==> src/rtl/dt2_id_stage_param_if.sv <==
// Decode-to-execute bus for dt2_id_stage_param: D-side inputs, writeback port, E-side outputs.
// Optional RVFI_EN adds the rvfi_* trace signals.
interface dt2_id_stage_param_if #(
  parameter int XLEN   = 32,
  parameter int CTRL_W = 20
);
  logic [31:0]       InstrD;
  logic [XLEN-1:0]   PCD;
  logic [XLEN-1:0]   PCPlus4D;
  logic              ValidD;
  logic [CTRL_W-1:0] CtrlD;
  logic              MemReadD;
  logic [2:0]        ImmSrcD;
  logic              StallE;
  logic              FlushE;
  logic              RegWriteW;
  logic [4:0]        RdW;
  logic [XLEN-1:0]   ResultW;

  logic              LoadUseStallD;
  logic [XLEN-1:0]   RD1E;
  logic [XLEN-1:0]   RD2E;
  logic [XLEN-1:0]   PCE;
  logic [XLEN-1:0]   PCPlus4E;
  logic [XLEN-1:0]   ImmExtE;
  logic [4:0]        Rs1E;
  logic [4:0]        Rs2E;
  logic [4:0]        RdE;
  logic [CTRL_W-1:0] CtrlE;
  logic              MemReadE;
  logic              ValidE;
  logic              IllegalRegE;
`ifdef RVFI_EN
  logic              rvfi_valid_e;
  logic [31:0]       rvfi_insn_e;
  logic [63:0]       rvfi_order_e;
`endif

  modport master (
    output InstrD, PCD, PCPlus4D, ValidD, CtrlD, MemReadD, ImmSrcD,
           StallE, FlushE, RegWriteW, RdW, ResultW,
    input  LoadUseStallD, RD1E, RD2E, PCE, PCPlus4E, ImmExtE,
           Rs1E, Rs2E, RdE, CtrlE, MemReadE, ValidE, IllegalRegE
`ifdef RVFI_EN
    , input rvfi_valid_e, rvfi_insn_e, rvfi_order_e
`endif
  );

  modport slave (
    input  InstrD, PCD, PCPlus4D, ValidD, CtrlD, MemReadD, ImmSrcD,
           StallE, FlushE, RegWriteW, RdW, ResultW,
    output LoadUseStallD, RD1E, RD2E, PCE, PCPlus4E, ImmExtE,
           Rs1E, Rs2E, RdE, CtrlE, MemReadE, ValidE, IllegalRegE
`ifdef RVFI_EN
    , output rvfi_valid_e, rvfi_insn_e, rvfi_order_e
`endif
  );
endinterface

==> src/rtl/dt2_id_stage_param.sv <==
// RV32 decode stage: bypassing regfile, immediate extender, ID/EX register with load-use bubble.
// Define RVFI_EN to add the rvfi_valid_e / rvfi_insn_e / rvfi_order_e trace outputs.
module dt2_id_stage_param #(
  parameter int XLEN     = 32,
  parameter int NUM_REGS = 32,
  parameter int CTRL_W   = 20
) (
  input logic                 clk,
  input logic                 rst,
  dt2_id_stage_param_if.slave bus
);
  localparam int         AW  = (NUM_REGS == 16) ? 4 : 5;
  localparam logic [5:0] NR6 = 6'(NUM_REGS);

  logic [31:0] w_ins;
  logic [4:0]  w_rs1;
  logic [4:0]  w_rs2;
  logic [4:0]  w_rd;
  logic        w_unused_opcode;

  assign w_ins           = bus.InstrD;
  assign w_rs1           = w_ins[19:15];
  assign w_rs2           = w_ins[24:20];
  assign w_rd            = w_ins[11:7];
  assign w_unused_opcode = ^w_ins[6:0];

  // Entry 0 has no storage; entries only match their own index so out-of-range RdW never writes.
  logic [XLEN-1:0] w_rf [NUM_REGS];
  assign w_rf[0] = '0;

  genvar gi;
  generate
    for (gi = 1; gi < NUM_REGS; gi++) begin : g_rf
      logic [XLEN-1:0] r_q;
      always_ff @(posedge clk) begin
        if (rst) begin
          r_q <= '0;
        end else if (bus.RegWriteW && (bus.RdW == 5'(gi))) begin
          r_q <= bus.ResultW;
        end
      end
      assign w_rf[gi] = r_q;
    end
  endgenerate

  logic [4:0]      w_raddr [2];
  logic [XLEN-1:0] w_rdata [2];
  assign w_raddr[0] = w_rs1;
  assign w_raddr[1] = w_rs2;

  // Out-of-range indices read 0 even if the writeback port targets the same index.
  generate
    for (gi = 0; gi < 2; gi++) begin : g_rport
      logic w_in_range;
      logic w_bypass;
      assign w_in_range = ({1'b0, w_raddr[gi]} < NR6) && (w_raddr[gi] != 5'd0);
      assign w_bypass   = bus.RegWriteW && (bus.RdW == w_raddr[gi]);
      assign w_rdata[gi] = !w_in_range ? '0 :
                           w_bypass    ? bus.ResultW :
                                         w_rf[w_raddr[gi][AW-1:0]];
    end
  endgenerate

  logic [XLEN-1:0] w_imm;
  always_comb begin
    w_imm = '0;
    case (bus.ImmSrcD)
      3'b000: w_imm = XLEN'($signed(w_ins[31:20]));
      3'b001: w_imm = XLEN'($signed({w_ins[31:25], w_ins[11:7]}));
      3'b010: w_imm = XLEN'($signed({w_ins[31], w_ins[7], w_ins[30:25], w_ins[11:8], 1'b0}));
      3'b011: w_imm = XLEN'($signed({w_ins[31], w_ins[19:12], w_ins[20], w_ins[30:21], 1'b0}));
      3'b100: w_imm = XLEN'(w_ins[24:20]);
      3'b101: w_imm = XLEN'($signed({w_ins[31:12], 12'h000}));
      default: w_imm = '0;
    endcase
  end

  // Bit 4 of any index set means x16..x31, which RV32E does not have.
  logic w_illegal;
  assign w_illegal = (NUM_REGS == 16) && bus.ValidD && (w_ins[19] || w_ins[24] || w_ins[11]);

  logic              r_valid;
  logic [CTRL_W-1:0] r_ctrl;
  logic              r_memread;
  logic              r_illegal;
  logic [XLEN-1:0]   r_rd1;
  logic [XLEN-1:0]   r_rd2;
  logic [XLEN-1:0]   r_pc;
  logic [XLEN-1:0]   r_pc4;
  logic [XLEN-1:0]   r_imm;
  logic [4:0]        r_rs1;
  logic [4:0]        r_rs2;
  logic [4:0]        r_rd;

  logic w_load_use;
  logic w_clear;
  logic w_load;

  assign w_load_use = r_valid && r_memread && (r_rd != 5'd0) && bus.ValidD &&
                      ((r_rd == w_rs1) || (r_rd == w_rs2));

  // Stall only shields the bubble, never a flush or reset.
  assign w_clear = rst || bus.FlushE || (!bus.StallE && w_load_use);
  assign w_load  = !rst && !bus.FlushE && !bus.StallE && !w_load_use;

  always_ff @(posedge clk) begin
    if (w_clear) begin
      r_valid   <= 1'b0;
      r_ctrl    <= '0;
      r_memread <= 1'b0;
      r_illegal <= 1'b0;
      r_rd1     <= '0;
      r_rd2     <= '0;
      r_pc      <= '0;
      r_pc4     <= '0;
      r_imm     <= '0;
      r_rs1     <= '0;
      r_rs2     <= '0;
      r_rd      <= '0;
    end else if (w_load) begin
      r_valid   <= bus.ValidD;
      r_ctrl    <= bus.ValidD ? bus.CtrlD : '0;
      r_memread <= bus.ValidD && bus.MemReadD;
      r_illegal <= w_illegal;
      r_rd1     <= w_rdata[0];
      r_rd2     <= w_rdata[1];
      r_pc      <= bus.PCD;
      r_pc4     <= bus.PCPlus4D;
      r_imm     <= w_imm;
      r_rs1     <= w_rs1;
      r_rs2     <= w_rs2;
      r_rd      <= w_rd;
    end
  end

  assign bus.LoadUseStallD = w_load_use;
  assign bus.ValidE        = r_valid;
  assign bus.CtrlE         = r_ctrl;
  assign bus.MemReadE      = r_memread;
  assign bus.IllegalRegE   = r_illegal;
  assign bus.RD1E          = r_rd1;
  assign bus.RD2E          = r_rd2;
  assign bus.PCE           = r_pc;
  assign bus.PCPlus4E      = r_pc4;
  assign bus.ImmExtE       = r_imm;
  assign bus.Rs1E          = r_rs1;
  assign bus.Rs2E          = r_rs2;
  assign bus.RdE           = r_rd;

`ifdef RVFI_EN
  logic [63:0] r_order;
  logic [63:0] r_rvfi_order;
  logic [31:0] r_rvfi_insn;

  always_ff @(posedge clk) begin
    if (rst) begin
      r_order <= '0;
    end else if (w_load && bus.ValidD) begin
      r_order <= r_order + 64'd1;
    end
  end

  always_ff @(posedge clk) begin
    if (w_clear) begin
      r_rvfi_order <= '0;
      r_rvfi_insn  <= '0;
    end else if (w_load) begin
      r_rvfi_order <= r_order;
      r_rvfi_insn  <= w_ins;
    end
  end

  assign bus.rvfi_valid_e = r_valid;
  assign bus.rvfi_insn_e  = r_rvfi_insn;
  assign bus.rvfi_order_e = r_rvfi_order;
`endif

endmodule

==> src/flat_wrapper.sv <==
// flat-port wrapper written by rule: the top's interface ports become plain ports
module dt2_id_stage_param_flat 
#(
  parameter int XLEN     = 32,
  parameter int NUM_REGS = 32,
  parameter int CTRL_W   = 20
)
  (clk, rst, bus_InstrD, bus_PCD, bus_PCPlus4D, bus_ValidD, bus_CtrlD, bus_MemReadD, bus_ImmSrcD, bus_StallE, bus_FlushE, bus_RegWriteW, bus_RdW, bus_ResultW, bus_LoadUseStallD, bus_RD1E, bus_RD2E, bus_PCE, bus_PCPlus4E, bus_ImmExtE, bus_Rs1E, bus_Rs2E, bus_RdE, bus_CtrlE, bus_MemReadE, bus_ValidE, bus_IllegalRegE);
  dt2_id_stage_param_if #(.XLEN(XLEN), .CTRL_W(CTRL_W)) bus_i ();
  input logic clk;
  input logic rst;
  input wire logic [$bits(bus_i.InstrD)-1:0] bus_InstrD;
  input wire logic [$bits(bus_i.PCD)-1:0] bus_PCD;
  input wire logic [$bits(bus_i.PCPlus4D)-1:0] bus_PCPlus4D;
  input wire logic [$bits(bus_i.ValidD)-1:0] bus_ValidD;
  input wire logic [$bits(bus_i.CtrlD)-1:0] bus_CtrlD;
  input wire logic [$bits(bus_i.MemReadD)-1:0] bus_MemReadD;
  input wire logic [$bits(bus_i.ImmSrcD)-1:0] bus_ImmSrcD;
  input wire logic [$bits(bus_i.StallE)-1:0] bus_StallE;
  input wire logic [$bits(bus_i.FlushE)-1:0] bus_FlushE;
  input wire logic [$bits(bus_i.RegWriteW)-1:0] bus_RegWriteW;
  input wire logic [$bits(bus_i.RdW)-1:0] bus_RdW;
  input wire logic [$bits(bus_i.ResultW)-1:0] bus_ResultW;
  output wire logic [$bits(bus_i.LoadUseStallD)-1:0] bus_LoadUseStallD;
  output wire logic [$bits(bus_i.RD1E)-1:0] bus_RD1E;
  output wire logic [$bits(bus_i.RD2E)-1:0] bus_RD2E;
  output wire logic [$bits(bus_i.PCE)-1:0] bus_PCE;
  output wire logic [$bits(bus_i.PCPlus4E)-1:0] bus_PCPlus4E;
  output wire logic [$bits(bus_i.ImmExtE)-1:0] bus_ImmExtE;
  output wire logic [$bits(bus_i.Rs1E)-1:0] bus_Rs1E;
  output wire logic [$bits(bus_i.Rs2E)-1:0] bus_Rs2E;
  output wire logic [$bits(bus_i.RdE)-1:0] bus_RdE;
  output wire logic [$bits(bus_i.CtrlE)-1:0] bus_CtrlE;
  output wire logic [$bits(bus_i.MemReadE)-1:0] bus_MemReadE;
  output wire logic [$bits(bus_i.ValidE)-1:0] bus_ValidE;
  output wire logic [$bits(bus_i.IllegalRegE)-1:0] bus_IllegalRegE;
  assign bus_i.InstrD = bus_InstrD;
  assign bus_i.PCD = bus_PCD;
  assign bus_i.PCPlus4D = bus_PCPlus4D;
  assign bus_i.ValidD = bus_ValidD;
  assign bus_i.CtrlD = bus_CtrlD;
  assign bus_i.MemReadD = bus_MemReadD;
  assign bus_i.ImmSrcD = bus_ImmSrcD;
  assign bus_i.StallE = bus_StallE;
  assign bus_i.FlushE = bus_FlushE;
  assign bus_i.RegWriteW = bus_RegWriteW;
  assign bus_i.RdW = bus_RdW;
  assign bus_i.ResultW = bus_ResultW;
  assign bus_LoadUseStallD = bus_i.LoadUseStallD;
  assign bus_RD1E = bus_i.RD1E;
  assign bus_RD2E = bus_i.RD2E;
  assign bus_PCE = bus_i.PCE;
  assign bus_PCPlus4E = bus_i.PCPlus4E;
  assign bus_ImmExtE = bus_i.ImmExtE;
  assign bus_Rs1E = bus_i.Rs1E;
  assign bus_Rs2E = bus_i.Rs2E;
  assign bus_RdE = bus_i.RdE;
  assign bus_CtrlE = bus_i.CtrlE;
  assign bus_MemReadE = bus_i.MemReadE;
  assign bus_ValidE = bus_i.ValidE;
  assign bus_IllegalRegE = bus_i.IllegalRegE;
  dt2_id_stage_param #(.XLEN(XLEN), .NUM_REGS(NUM_REGS), .CTRL_W(CTRL_W)) u_core (.clk(clk), .rst(rst), .bus(bus_i));
endmodule
==> config.mk <==
export PLATFORM = sky130hd
export DESIGN_NAME = dt2_id_stage_param_flat
export DESIGN_NICKNAME = d
export VERILOG_FILES = /design/src/rtl/dt2_id_stage_param_if.sv /design/src/rtl/dt2_id_stage_param.sv /design/src/flat_wrapper.sv
export SDC_FILE = /design/constraint.sdc
export NUM_CORES = 2
export LEC_CHECK = 0
export ABC_AREA = 1
export BUFFER_PORTS_ARGS = -buffer_cell sky130_fd_sc_hd__clkbuf_2
export CAP_MARGIN = 40
export CELL_PAD_IN_SITES_DETAIL_PLACEMENT = 1
export CELL_PAD_IN_SITES_GLOBAL_PLACEMENT = 1
export CORE_MARGIN = 5
export CORE_UTILIZATION = 35
export CTS_BUF_LIST = sky130_fd_sc_hd__clkbuf_16
export CTS_CLUSTER_SIZE = 10
export DETAILED_ROUTE_END_ITERATION = 10
export PLACE_DENSITY = 0.73
export SLEW_MARGIN = 20
export SYNTH_ARGS = -nofsm -noshare
export SYNTH_HDL_FRONTEND = slang
export SYNTH_SLANG_ARGS = --single-unit
==> constraint.sdc <==
create_clock -name clk -period 2.4 [get_ports clk]
set_clock_uncertainty 0.2 [all_clocks]
set_input_delay 0.48 -clock clk [delete_from_list [all_inputs] [get_ports clk]]
set_output_delay 0.48 -clock clk [all_outputs]
set_load 0.1 [all_outputs]
==> results.md <==
- Tmin final: 2.781 ns
- Layout cells sized above 1: 12.78%
- Critical Path Sink Type: output port
- Syn Area/Cell: approximately 6.2 sq um
- Clk buf depth: 3
- Yosys warns: 0
- Pre-CTS worst setup slack: -0.4516 ns
- Peak VDD IR: 0.6697 mV
- Failing checks: negative setup slack
- Die span in y: 431.9 microns
- Post-synthesis instance total: approximately 10000
- Status: complete, but fails checks
- First DRT Iteration DRCs: just over 8000
- Die width: about 430 microns
- #FFs+latches synth: around 1200
- Largest net degree at the start of global routing: approximately 110
- Core area: ~180000 sq um
- Design area: just under 80000 sq um
- Hold Crit Class: primary input to flip-flop
- RD Place Congestion: between 0.9 and 1
- Vias in the first global route: around 76000
- Clock transition at path regs: 0.06 ns
- Initial core utilization: a little over a third
- Initial antenna violation count: 19
- Post-DP Area: between 70000 and 80000 sq um
- Worst Tran Pin Value: around 0.92 ns
- IO buf count: 353
- Post-synth EDFFs: 0
- Clock Latency Late Sink: 0.82 ns
- Total Wirelength: between 300000 and 400000 microns
- CP Data Required Time: about 1.7 ns
- TritonCTS sink count: 1189
- Startpoint Class: flip-flop
- First-pass GRT wire length: roughly 500000 microns
- Residual DRC: 0
- Final setup viols: 196
- DRT antenna net count: 0
- WS Path Type: flip-flop to output port
- Row cnt: roughly 150
- GR Overflow Total: 0
- CTS buffer count: 150
- Die area: roughly 190000 sq um
- Cells on worst reg2reg path: 17
- # H-tree levels: 4
- Pleak: approximately 0.032 uW
- Final nets: roughly 11000
- Layout filler cell count: 22820
- I/O Pins: around 360
- Fin. max-slew vios: 0
- Post-DP HPWL: between 200000 and 250000 microns
- Drt first pass iters: 6
- Library cells used by synthesis: 30
- RSZ-0062 raised after global routing: true
- Fmax: ~360 MHz
- Max-Cap Viols: 0
- Final worst slack: -0.3807 ns
- Hold path depth: 3
- Crit path DAT: roughly 2.1 ns
- Max-slew headroom: roughly two fifths
- Vias per cell: between 5 and 6
- Sequential share of the synthesized area: about two fifths
- Finished Core Util: ~44%
- Hold Violations, Final: 0
- Wire per inst: 27.24 microns
- CTS tree: built
- Power Density: ~630 nW/um^2
- Overall Global Routing Usage: 35.24%
- Post-Syn Area: 62310 sq um
- Setup_tns: -22.10 ns
- Post-synth top flop: dfxtp_1
- Syn-to-layout area delta: 24.72%
- CP max FO: 4
- Async S/R FF share, synth: 0%
- Period utilization: 115.9%
- DR vias: about 76000
- Post-synthesis net count: a little over 10000
- Root buf cell: clkbuf_16
-- report_power, final --
group / total, uW / switching, uW / internal, uW / leakage [uW]
logic: 7980 / 5520 / 2460 / 0.0200
clock network: 20800 / 9360 / 11400 / 0.00226
registers: 20100 / 154 / 20000 / 0.00961
total: 48900 / 15000 / 33900 / 0.0318
-- logic make-up after synthesis --
group | synth area share, %
xor gates and xnor gates | 0.05623
buffers and inverters | 10.90
DFF | 38.20
other | 0.006018
and+or+nand+nor | 32.23
AOI/OAI and AO/OA | 18.60
-- cells in the final DEF (no fill, tap or decap), types with 10 or more instances in the layout --
master,count
nand2_1,2437
nand3_1,1694
a21oi_1,1412
dfxtp_1,1164
o21ai_0,842
inv_1,830
nor2_1,539
buf_4,424
clkbuf_2,285
buf_12,228
clkbuf_16,163
dlygate4sd3_1,106
clkinv_1,28
nor3_1,26
buf_6,24
clkbuf_4,23
dfxtp_2,23
a21oi_2,21
nand2_2,19
clkbuf_8,18
inv_2,15
diode_2,14
nand2_4,13
inv_6,11
nor2_4,11
buf_8,11
o21ai_1,10
-- metal layers --
metal / vias to the layer above / part of all wire (%) / routed length, microns / track usage [%]
met2: 4204 / 44 / 152900 / 55.05
met4: 6 / 8.9 / 31180 / 26.90
met3: 1402 / 9.6 / 33460 / 8.012
met1: 37500 / 38 / 131200 / 42.15
met5: - / 0.012 / 43 / 0
li1: 33340 / - / - / -
-- synthesized netlist by cell type (4+ instances only) --
cell type  number  area [sq um]
nand2_1      2468          9264
buf_1          81         304.0
clkbuf_1      622          2335
a211oi_1       11         82.58
nor3_1         26         130.1
inv_2          20         75.07
nand4_1         4         25.02
nor2_1        548          2057
dfxtp_1      1189         23800
inv_1         792          2973
o21ai_1        10         50.05
o22ai_1         8         50.05
a21oi_1      1433          7172
nand3_1      1704          8528
nor2_2          7         43.79
o21ai_0       842          4214
buf_2         203          1016
buf_4           9         67.56
-- worst max-delay path, cell delays in order, from the launching register on --
cell and delay (ns):
dfxtp_4 0.41, buf_6 0.14, nand2_2 0.06, inv_2 0.05
nor2_1 0.03, nor2_1 0.08, nand3_1 0.10, nand2_2 0.11
nand2_4 0.08, clkinvlp_4 0.09, buf_12 0.17
-- metrics by stage --
stage | hold slack (ns) | power (uW) | cells
CTS | 0.003961 | 48670 | 12760
floorplan | 0.2367 | 24490 | 9992
global route | 0.06222 | 50260 | 12800
finish | 0.07440 | 48910 | 12810
global placement | 0.2446 | 27790 | 12410
detailed placement | 0.2530 | 27950 | 12410
-- path summary, 6_finish.rpt --
path | from | end | slack (ns)
worst max-delay path | u_core.bus.RdE[0]$_SDFFE_PP0P_ | bus_LoadUseStallD | -0.38
worst min-delay path | bus_ResultW[2] | u_core.g_rf[31].r_q[2]$_SDFFE_PP0P_ | 0.07
worst min register to register | u_core.g_rf[19].r_q[24]$_SDFFE_PP0P_ | u_core.g_rf[19].r_q[24]$_SDFFE_PP0P_ | 0.26
worst max register to register | u_core.bus.RdE[0]$_SDFFE_PP0P_ | u_core.bus.RD1E[1]$_SDFFE_PP0P_ | -0.24
-- state kept, by name, indices dropped and copies added, names as in the netlist --
register and flops:
u_core.bus.RdE 5, u_core.bus.Rs1E 5, u_core.bus.ImmExtE 32, u_core.bus.RD1E 32, u_core.bus.Rs2E 5, u_core.bus.MemReadE 1, u_core.g_rf.r_q 992, u_core.bus.PCPlus4E 32
u_core.bus.RD2E 32, u_core.bus.PCE 32, u_core.bus.CtrlE 20, u_core.bus.ValidE 1
-- layout make-up --
type | count | area (sq um) | share of cell area, %
antenna | 14 | 35.03 | 0.04508
tap | 2340 | 2928 | 3.767
clock inverter | 92 | 440.4 | 0.5667
sequential | 1189 | 23840 | 30.67
timing repair buffer | 1131 | 11370 | 14.63
clock buffer | 153 | 3829 | 4.926
inverter | 814 | 3120 | 4.015
multi-input combinational | 7072 | 32150 | 41.37
-- timing repair --
item | in CTS | in global routing
gates resized for setup | 102 | 67
buffers inserted | 3 | 19
hold buffers | 106 | 0
endpoints found under the setup margin | 78 | 41
cloned | 0 | 12
hold endpoints to repair | 119 | 0
pin swaps | 3 | 10
(Power assumes the default switching activity.)
